### src/rtl/seg7_scan_mux.sv
// Multiplexed 7-segment scanner: per-frame input snapshot, programmable dwell and
// ghost-blanking gap, decimal points, per-digit blanking and leading-zero suppression.
module seg7_scan_mux #(
  parameter int NUM_DIGITS     = 4,
  parameter int DWELL_CYCLES   = 10000,
  parameter int BLANK_CYCLES   = 16,
  parameter bit SEG_ACTIVE_LOW = 1'b1,
  parameter bit EN_ACTIVE_LOW  = 1'b1,
  localparam int IDX_W = (NUM_DIGITS > 1) ? $clog2(NUM_DIGITS) : 1
) (
  input  logic                    clk,
  input  logic                    reset,
  input  logic [4*NUM_DIGITS-1:0] digits,
  input  logic [NUM_DIGITS-1:0]   dp_in,
  input  logic [NUM_DIGITS-1:0]   blank_mask,
  input  logic                    lz_en,
  output logic [6:0]              Leds7Seg,
  output logic                    Dp,
  output logic [NUM_DIGITS-1:0]   Enable7Seg,
  output logic [IDX_W-1:0]        digit_idx,
  output logic                    frame_tick
);

  localparam int MAX_CNT = (DWELL_CYCLES > BLANK_CYCLES) ? DWELL_CYCLES : BLANK_CYCLES;
  localparam int CNT_W   = (MAX_CNT > 1) ? $clog2(MAX_CNT) : 1;

  localparam logic [CNT_W-1:0]      DWELL_LAST = CNT_W'(DWELL_CYCLES - 1);
  localparam logic [CNT_W-1:0]      BLANK_LAST = CNT_W'((BLANK_CYCLES > 0) ? BLANK_CYCLES - 1 : 0);
  localparam logic [IDX_W-1:0]      IDX_LAST   = IDX_W'(NUM_DIGITS - 1);
  localparam logic [6:0]            SEG_OFF    = SEG_ACTIVE_LOW ? 7'h7F : 7'h00;
  localparam logic                  DP_OFF     = SEG_ACTIVE_LOW;
  localparam logic [NUM_DIGITS-1:0] EN_OFF     = EN_ACTIVE_LOW ? {NUM_DIGITS{1'b1}} : '0;

  if (NUM_DIGITS < 1 || NUM_DIGITS > 8) begin : g_bad_num_digits
    $error("seg7_scan_mux: NUM_DIGITS must be in 1..8");
  end
  if (DWELL_CYCLES < 1) begin : g_bad_dwell
    $error("seg7_scan_mux: DWELL_CYCLES must be >= 1");
  end
  if (BLANK_CYCLES < 0) begin : g_bad_blank
    $error("seg7_scan_mux: BLANK_CYCLES must be >= 0");
  end

  typedef enum logic {GAP, SHOW} state_t;

  state_t                  state_q, state_d;
  logic [CNT_W-1:0]        cnt_q, cnt_d;
  logic [IDX_W-1:0]        idx_q, idx_d;
  logic [4*NUM_DIGITS-1:0] sh_digits_q, sh_digits_d;
  logic [NUM_DIGITS-1:0]   sh_dp_q, sh_dp_d;
  logic [NUM_DIGITS-1:0]   sh_blank_q, sh_blank_d;
  logic                    sh_lz_q, sh_lz_d;
  logic [6:0]              seg_q, seg_d;
  logic                    dp_q, dp_d;
  logic [NUM_DIGITS-1:0]   en_q, en_d;
  logic                    tick_q, tick_d;

  logic                    enter_show;
  logic                    wrap;
  logic                    higher_zero;
  logic [3:0]              cur_nib;
  logic                    cur_dark, cur_dp, cur_blank;
  logic [6:0]              seg_lit;
  logic                    dp_lit;
  logic [NUM_DIGITS-1:0]   onehot;

  function automatic logic [6:0] hex_to_seg(input logic [3:0] nib);
    logic [6:0] s;
    case (nib)
      4'h0: s = 7'b0111111;
      4'h1: s = 7'b0000110;
      4'h2: s = 7'b1011011;
      4'h3: s = 7'b1001111;
      4'h4: s = 7'b1100110;
      4'h5: s = 7'b1101101;
      4'h6: s = 7'b1111101;
      4'h7: s = 7'b0000111;
      4'h8: s = 7'b1111111;
      4'h9: s = 7'b1101111;
      4'hA: s = 7'b1110111;
      4'hB: s = 7'b1111100;
      4'hC: s = 7'b0111001;
      4'hD: s = 7'b1011110;
      4'hE: s = 7'b1111001;
      default: s = 7'b1110001;
    endcase
    return s;
  endfunction

  // NOTE: every signal written in always_comb gets a default first, so no path leaves it unassigned (no latch).
  always_comb begin
    state_d    = state_q;
    cnt_d      = cnt_q + CNT_W'(1);
    idx_d      = idx_q;
    enter_show = 1'b0;
    unique case (state_q)
      GAP: begin
        if (BLANK_CYCLES == 0 || cnt_q == BLANK_LAST) begin
          state_d    = SHOW;
          cnt_d      = '0;
          enter_show = 1'b1;
        end
      end
      SHOW: begin
        if (cnt_q == DWELL_LAST) begin
          cnt_d = '0;
          if (BLANK_CYCLES == 0) begin
            enter_show = 1'b1;
          end else begin
            state_d = GAP;
          end
        end
      end
    endcase
    if (enter_show) begin
      idx_d = (idx_q == IDX_LAST) ? '0 : idx_q + IDX_W'(1);
    end
  end

  assign wrap        = enter_show && (idx_d == '0);
  assign sh_digits_d = wrap ? digits     : sh_digits_q;
  assign sh_dp_d     = wrap ? dp_in      : sh_dp_q;
  assign sh_blank_d  = wrap ? blank_mask : sh_blank_q;
  assign sh_lz_d     = wrap ? lz_en      : sh_lz_q;
  assign tick_d      = wrap;
  assign onehot      = NUM_DIGITS'(1) << idx_d;

  // Scan from the top digit down so higher_zero means "this and every higher nibble is 0".
  always_comb begin
    higher_zero = 1'b1;
    cur_nib     = '0;
    cur_dark    = 1'b0;
    cur_dp      = 1'b0;
    cur_blank   = 1'b0;
    for (int i = NUM_DIGITS - 1; i >= 0; i--) begin
      higher_zero = higher_zero & (sh_digits_d[4*i +: 4] == 4'h0);
      if (idx_d == IDX_W'(i)) begin
        cur_nib   = sh_digits_d[4*i +: 4];
        cur_dark  = sh_lz_d && higher_zero && (i != 0);
        cur_dp    = sh_dp_d[i];
        cur_blank = sh_blank_d[i];
      end
    end
  end

  // NOTE: outputs are decoded from next-state values so enable, segments and index land on the same edge as the state.
  always_comb begin
    seg_lit = 7'h00;
    dp_lit  = 1'b0;
    seg_d   = SEG_OFF;
    dp_d    = DP_OFF;
    en_d    = EN_OFF;
    if (state_d == SHOW) begin
      seg_lit = (cur_blank || cur_dark) ? 7'h00 : hex_to_seg(cur_nib);
      dp_lit  = cur_dp && !cur_blank;
      seg_d   = SEG_ACTIVE_LOW ? ~seg_lit : seg_lit;
      dp_d    = SEG_ACTIVE_LOW ? ~dp_lit : dp_lit;
      en_d    = EN_ACTIVE_LOW ? ~onehot : onehot;
    end
  end

  // NOTE: sequential state uses non-blocking assignments; shadow copies are reset so a frame never shows stale garbage.
  always_ff @(posedge clk or posedge reset) begin
    if (reset) begin
      state_q     <= GAP;
      cnt_q       <= '0;
      idx_q       <= IDX_LAST;
      sh_digits_q <= '0;
      sh_dp_q     <= '0;
      sh_blank_q  <= '0;
      sh_lz_q     <= 1'b0;
      seg_q       <= SEG_OFF;
      dp_q        <= DP_OFF;
      en_q        <= EN_OFF;
      tick_q      <= 1'b0;
    end else begin
      state_q     <= state_d;
      cnt_q       <= cnt_d;
      idx_q       <= idx_d;
      sh_digits_q <= sh_digits_d;
      sh_dp_q     <= sh_dp_d;
      sh_blank_q  <= sh_blank_d;
      sh_lz_q     <= sh_lz_d;
      seg_q       <= seg_d;
      dp_q        <= dp_d;
      en_q        <= en_d;
      tick_q      <= tick_d;
    end
  end

  assign Leds7Seg   = seg_q;
  assign Dp         = dp_q;
  assign Enable7Seg = en_q;
  assign digit_idx  = idx_q;
  assign frame_tick = tick_q;

endmodule
### config.mk
export PLATFORM = sky130hd
export DESIGN_NAME = seg7_scan_mux
export DESIGN_NICKNAME = d
export VERILOG_FILES = /design/src/rtl/seg7_scan_mux.sv
export SDC_FILE = /design/constraint.sdc
export NUM_CORES = 1
export LEC_CHECK = 0
export CAP_MARGIN = 20
export CORE_UTILIZATION = 33
export DETAILED_ROUTE_END_ITERATION = 16
export GPL_ROUTABILITY_DRIVEN = 0
export PLACE_DENSITY = 0.64
export SYNTH_ARGS = -nofsm -noshare
export SYNTH_HDL_FRONTEND = slang
export SYNTH_SLANG_ARGS = --single-unit
### constraint.sdc
create_clock -name clk -period 4.2 [get_ports clk]
set_clock_uncertainty 0.2 [all_clocks]
set_input_delay 1.05 -clock clk [delete_from_list [all_inputs] [get_ports clk]]
set_output_delay 1.05 -clock clk [all_outputs]
set_load 0.005 [all_outputs]
# ---- Yosys cells after proc, flatten, opt, wreduce, memory -nomap -nowiden
# Memory sizes are Yosys's and may differ from the RTL's.
# Index checks and enable logic that the tools add are counted.
dict set report op_classes {
  reduce_logical 11
  bitwise_logic 6
  shift 1
  n_eq_ne 6
  n_mux 34
  addsub 2
}
# cell count
set ops {}
lappend ops {{$mux 14} 2}
lappend ops {{$mux 4} 7}
lappend ops {{$pmux 14 s2} 1}
lappend ops {{$mux 7} 3}
lappend ops {{$mux 1} 17}
lappend ops {{$mux 16} 1}
lappend ops {{$add 14x1->14 const B} 1}
lappend ops {{$eq 14x14->1 const B} 1}
lappend ops {{$eq 14x4->1 const B} 1}
lappend ops {{$logic_not 4->1} 3}
lappend ops {{$not 7->7} 1}
lappend ops {{$eq 2x2->1 const B} 3}
lappend ops {{$logic_and 1x1->1} 5}
lappend ops {{$mux 2} 2}
lappend ops {{$not 4->4} 1}
lappend ops {{$shl 1x2->4 const A} 1}
lappend ops {{$add 2x1->2 const B} 1}
lappend ops {{$and 1x1->1} 2}
lappend ops {{$eq 2x1->1 const B} 1}
lappend ops {{$logic_not 2->1} 1}
lappend ops {{$not 1->1} 2}
lappend ops {{$pmux 1 s2} 1}
lappend ops {{$logic_not 1->1} 1}
lappend ops {{$logic_or 1x1->1} 1}
dict set report totals {
  n_memories 1
  inputBits 27
  regBits 55
  romBits 112
}
# name depth word_bits rd rd_ports_with_merged_regs wr line_no
set mem_list {}
lappend mem_list {{(name not given)} 16 7 1 0 0 69} ;# case (nib)

# ---- Longest topological paths before layout
dict set report depth {
  word_depth 17
  mapped_depth 13
}

# ---- Worst setup path after synthesis
# OpenSTA, ideal clock, no wires.
dict set report synth_path {
  path_kind {register to register}
  startpoint {register cnt_q[4]}
  endpoint {register seg_q[0], in the netlist Leds7Seg[0]}
  synth_period_minus_slack_ns 3.469
  arrival_time_ns 3.170
  required_ns 3.901
  path_slack_ns 0.731
  setup_time_ns 0.099
  stages_incl_launch_ff 13
  path_buffers 2
  path_cell_list {dfrtp_1 or4_4 or4_4 buf_6 mux2i_4 buf_6 and3_1 o22ai_1 inv_1 ha_1 nor2b_1 o21ai_0 nand3_1}
}
dict set report synth_via {
  elab_chain_cells 17
  elab_cells_between_ends 41
  classes_between {eq/ne (5); mux (23); bitwise (3); reduce/logical (9); memory (1)}
}
# item line_no
set synth_rtl {}
lappend synth_rtl {{start, declared} 47} ;# logic [CNT_W-1:0] cnt_q, cnt_d;
lappend synth_rtl {{start signal, assigned} 178} ;# cnt_q <= cnt_d;
lappend synth_rtl {{branches (longest 16 deep; another with $mem_v2 16x7)} -}
lappend synth_rtl {{$mux 7 *} 153} ;# if (state_d == SHOW) begin
lappend synth_rtl {{net seg_d[0]} 53} ;# logic [6:0] seg_q, seg_d;
lappend synth_rtl {{end signal, assigned} 184} ;# seg_q <= seg_d;
lappend synth_rtl {{end, declared} 53}
# Mark *: on every way through the listed nets, which the timed path passes. The select of a mux whose other input is x is not followed.

# ---- Worst setup path in the final report
dict set report layout_path {
  startpoint {register cnt_q[4]}
  endpoint {register seg_q[5], in the netlist Leds7Seg[5]}
}
dict set report layout_via {
  elab_chain_cells 17
  elab_cells_between_ends 41
  classes_between {eq/ne (5); mux (23); bitwise (3); reduce/logical (9); memory (1)}
}
# item line_no
set layout_rtl {}
lappend layout_rtl {{$eq 14x4->1 *} 98} ;# if (BLANK_CYCLES == 0 || cnt_q == BLANK_LAST) begin
lappend layout_rtl {{$mux 1 *} 98}
lappend layout_rtl {{$mux 1 *} 96} ;# unique case (state_q)
lappend layout_rtl {{$mux 2 *} 115} ;# if (enter_show) begin
lappend layout_rtl {{net idx_d[1]} 48} ;# logic [IDX_W-1:0] idx_q, idx_d;
lappend layout_rtl {{branches (longest 10 deep; another with $mem_v2 16x7)} -}
lappend layout_rtl {{$mux 7 *} 154} ;# seg_lit = (cur_blank || cur_dark) ? 7'h00 : hex_to_seg(cur_nib);
lappend layout_rtl {{$not 7->7 *} 156} ;# seg_d = SEG_ACTIVE_LOW ? ~seg_lit : seg_lit;
lappend layout_rtl {{$mux 7 *} 153}
lappend layout_rtl {{net seg_d[5]} 53}
# Marks and branches as above.

==> results.toml <==
[clocking]
cts_buffers = 5
cts_resized = 0
clock_sinks = 55
cts_tree = "yes"
clk_pin_slew_ns = 0.09
cts_max_level = 2
root_buffer = "clkbuf_8"
worstSkewPairLatency_ns = 0.30
cts_setup_buffers = 0
holdBufCountCts = 0
clockBufferDepth = 2

[setup_path]
cpPeakStageDelay_ns = 0.61
cp_data_arrival_time_ns = 3.78
critPathCaptureType = "register"
critPathMaxFanout = 12
cp-start-kind = "register"
reg2reg_to = "Leds7Seg[5]"
crit_type = "reg2reg"
cpMostUsedCell = "or4_4"
r2r_cells = 11
required_ns = 4.20
crit_family = "simple AND/OR/NAND/NOR gates"
slowest_stage = "or4_4"
path_cells = "or4_4 > or4_4 > mux2i_4 > inv_2 > o211a_1 > a21oi_2 > inv_1 > ha_1 > nor2b_1 > mux2i_1 > o311ai_1"
r2r-start = "cnt_q[4]"
ff2ff_setup_slack_ns = 0.42
cp_num_buf_inv = 2

[floorplan]
pin_count = 42
dieArea_um2 = 9090
die_y_um = 95.3
die_x_um = 95.3
core_area_um2 = 8340
start_util_pct = 34.5
rows = 33

[sta]
min_period_ns = 3.78
hold_violations = 0
slew_violations = 0
fin_crit_sh_pct = 89.9
setup_tns_ns = 0
finalSetupViolations = 0
clock.fmax_ghz = 0.265
rsz0062_at_grt = "no"
worstMarginPinSlew_ns = 0.670
relSlewSlack_pct = 55.2
hold_slack_ns = 0.265

[power]
vdd_drop_max_uv = 117
power.density_nw_per_um2 = 252
switching_share_pct = 20.5
clkPwrFrac_pct = 35.7
p_leak_nw = 1.55
p_switching_mw = 0.182
p_comb_share_pct = 4.5
power.internal_mw = 0.704
total_power_mw = 0.886
seqPwrFrac_pct = 59.8

[synth]
synth_edf_count = 0
ys_seq_area_share_pct = 48.5
synth_top_area_share_pct = 35.7
ys_seq_elements = 55
synth_common_cells = "41 x dfrtp_1, 27 x mux2_2, 16 x nor2_1"
yosys_warnings = 0
syn-cell-area_um2 = 2870
async_flop_share_pct = 100
avgSynthCellArea_um2 = 11.4
syn_inst = 252
post-synth-top-count-cell = "dfrtp_1"
synthesis.nets = 287
ys_types = 47
synth_top_area_cell = "dfrtp_1"
synthTopCellsByArea = "dfrtp_1 36%, dfstp_2 13%, mux2_2 11%"
synth_ff_type = "dfrtp_1"

[final_layout]
drive_gt1_share_pct = 22.4
diodes = 0
stdcell_area_um2 = 3510
fin_util_pct = 42.1
nFillCells = 794
fin_nets = 333
syn2layout_area_growth_pct = 22.2

[global_routing]
grt_pass1_wl_um = 10300
antenna_found_initial = 0
grt_max_degree = 39
grt_pass1_vias = 2008
grt_overflow = 0
grtUsageTotal_pct = 14.8

[worst_hold_path]
holdPathStages = 1
hold_path_end = "cnt_q[0]"
hp-start = "cnt_q[0]"
hold_class = "reg2reg"

[routing]
antenna_left = 0
first_iter_violations = 92
drtPass1Iterations = 4
wl_um = 6100
drc_errors = 0
post_drt_wl_per_cell_um = 15.1
via_per_inst = 5.16
num_vias = 2083

[place]
hpwlAfterDp_um = 4650
io_buffers = 41
placed_area_um2 = 3410

[run_status]
status = "finished, final reports clean"

[flow_run]
maxCapViolCount = 0
## metal layers
metal | up-vias | global-route usage, % | part of all wire, %
li1 | 1001 | - | -
met1 | 1012 | 19.9 | 47
met2 | 54 | 23.0 | 46
met3 | 16 | 3.35 | 4.7
met4 | 0 | 5.68 | 2.4
met5 | - | 0 | 0
## through the flow
stage,instances,setup slack (ns)
2_1_floorplan,252,0.731
3_3_place_gp,396,0.546
3_5_place_dp,396,0.439
4_1_cts,404,0.409
5_1_grt,404,0.202
6_report,404,0.425
## layout by cell type (no fill, tap or decap), types with 2 or more instances in the layout
master and n:
dfrtp_1 41, clkdlybuf4s50_1 41, mux2_2 27, nor2_1 16, nand2_1 15, dfstp_2 14, mux2i_1 12, nand3_1 10
o21ai_0 10, ha_1 8, and3_1 7, inv_1 7, o211ai_1 7, xnor2_1 7, clkbuf_8 7, buf_4 6
or4_1 5, nor3_1 5, xor2_1 5, nor4_1 4, o221ai_1 4, nor2b_1 4, or3_1 3, inv_2 3
a21oi_1 3, and2_1 3, or4_4 2, nor4_4 2, a31oi_1 2, o311ai_1 2, nand4_1 2
## worst reg2reg max path: cells and delay by family (launching register included)
kind                       cells  cell delay, ns
buffers and inverters          2            0.27
and+or+nand+nor                3            1.35
muxes                          2            0.53
DFF                            1            0.43
adders and majority gates      1            0.25
AOI/OAI and AO/OA              3            0.66
## final cells by class
class	count	area, µm²	share of cell area, %
multi-input cells	179	1390	39.7
flip-flops and latches	55	1390	39.7
well taps	105	131	3.74
clock buffers	8	100	2.85
inverters	10	37.5	1.07
repair buffers	47	455	13.0
## power by group through the flow
| stage | Combinational (mW) | Sequential, mW | Clock [mW] |
|---|---|---|---|
| after floorplan | 0.00962 | 0.540 | 0 |
| after global placement | 0.0405 | 0.540 | 0 |
| after detailed placement | 0.0406 | 0.540 | 0 |
| after CTS | 0.0408 | 0.530 | 0.330 |
| after global routing | 0.0438 | 0.530 | 0.354 |
| final | 0.0394 | 0.530 | 0.316 |
## logic make-up (layout without fill, tap and decap cells)
| logic type | after synthesis | after routing | share of synthesized area, % |
|---|---|---|---|
| compound gates | 36 | 36 | 9.19 |
| mux | 40 | 40 | 15.5 |
| buf+inv | 18 | 65 | 3.05 |
| xor+xnor | 12 | 12 | 3.66 |
| flops | 55 | 55 | 48.5 |
| simple gates | 83 | 83 | 16.6 |
| fa+ha+maj | 8 | 8 | 3.48 |
## sequential cells by signal, indices dropped and copies added, names as in the netlist
name         count
cnt_q           14
sh_dp_q          4
sh_blank_q       4
state_q          1
digit_idx        2
sh_lz_q          1
Dp               1
Enable7Seg       4
sh_digits_q     16
Leds7Seg         7
frame_tick       1
## how the worst max path moves through the flow
stage,from,end,slack [ns],cells after the start
final,cnt_q[4],Leds7Seg[5],0.42,11
after global routing,cnt_q[4],Leds7Seg[5],0.20,11
after CTS,cnt_q[4],Leds7Seg[5],0.41,11
after detailed placement,cnt_q[4],Leds7Seg[5],0.44,11
after global placement,cnt_q[4],Leds7Seg[0],0.55,11
after floorplan,cnt_q[4],Leds7Seg[0],0.73,12
No activity file was read; power rests on OpenSTA's default activity.
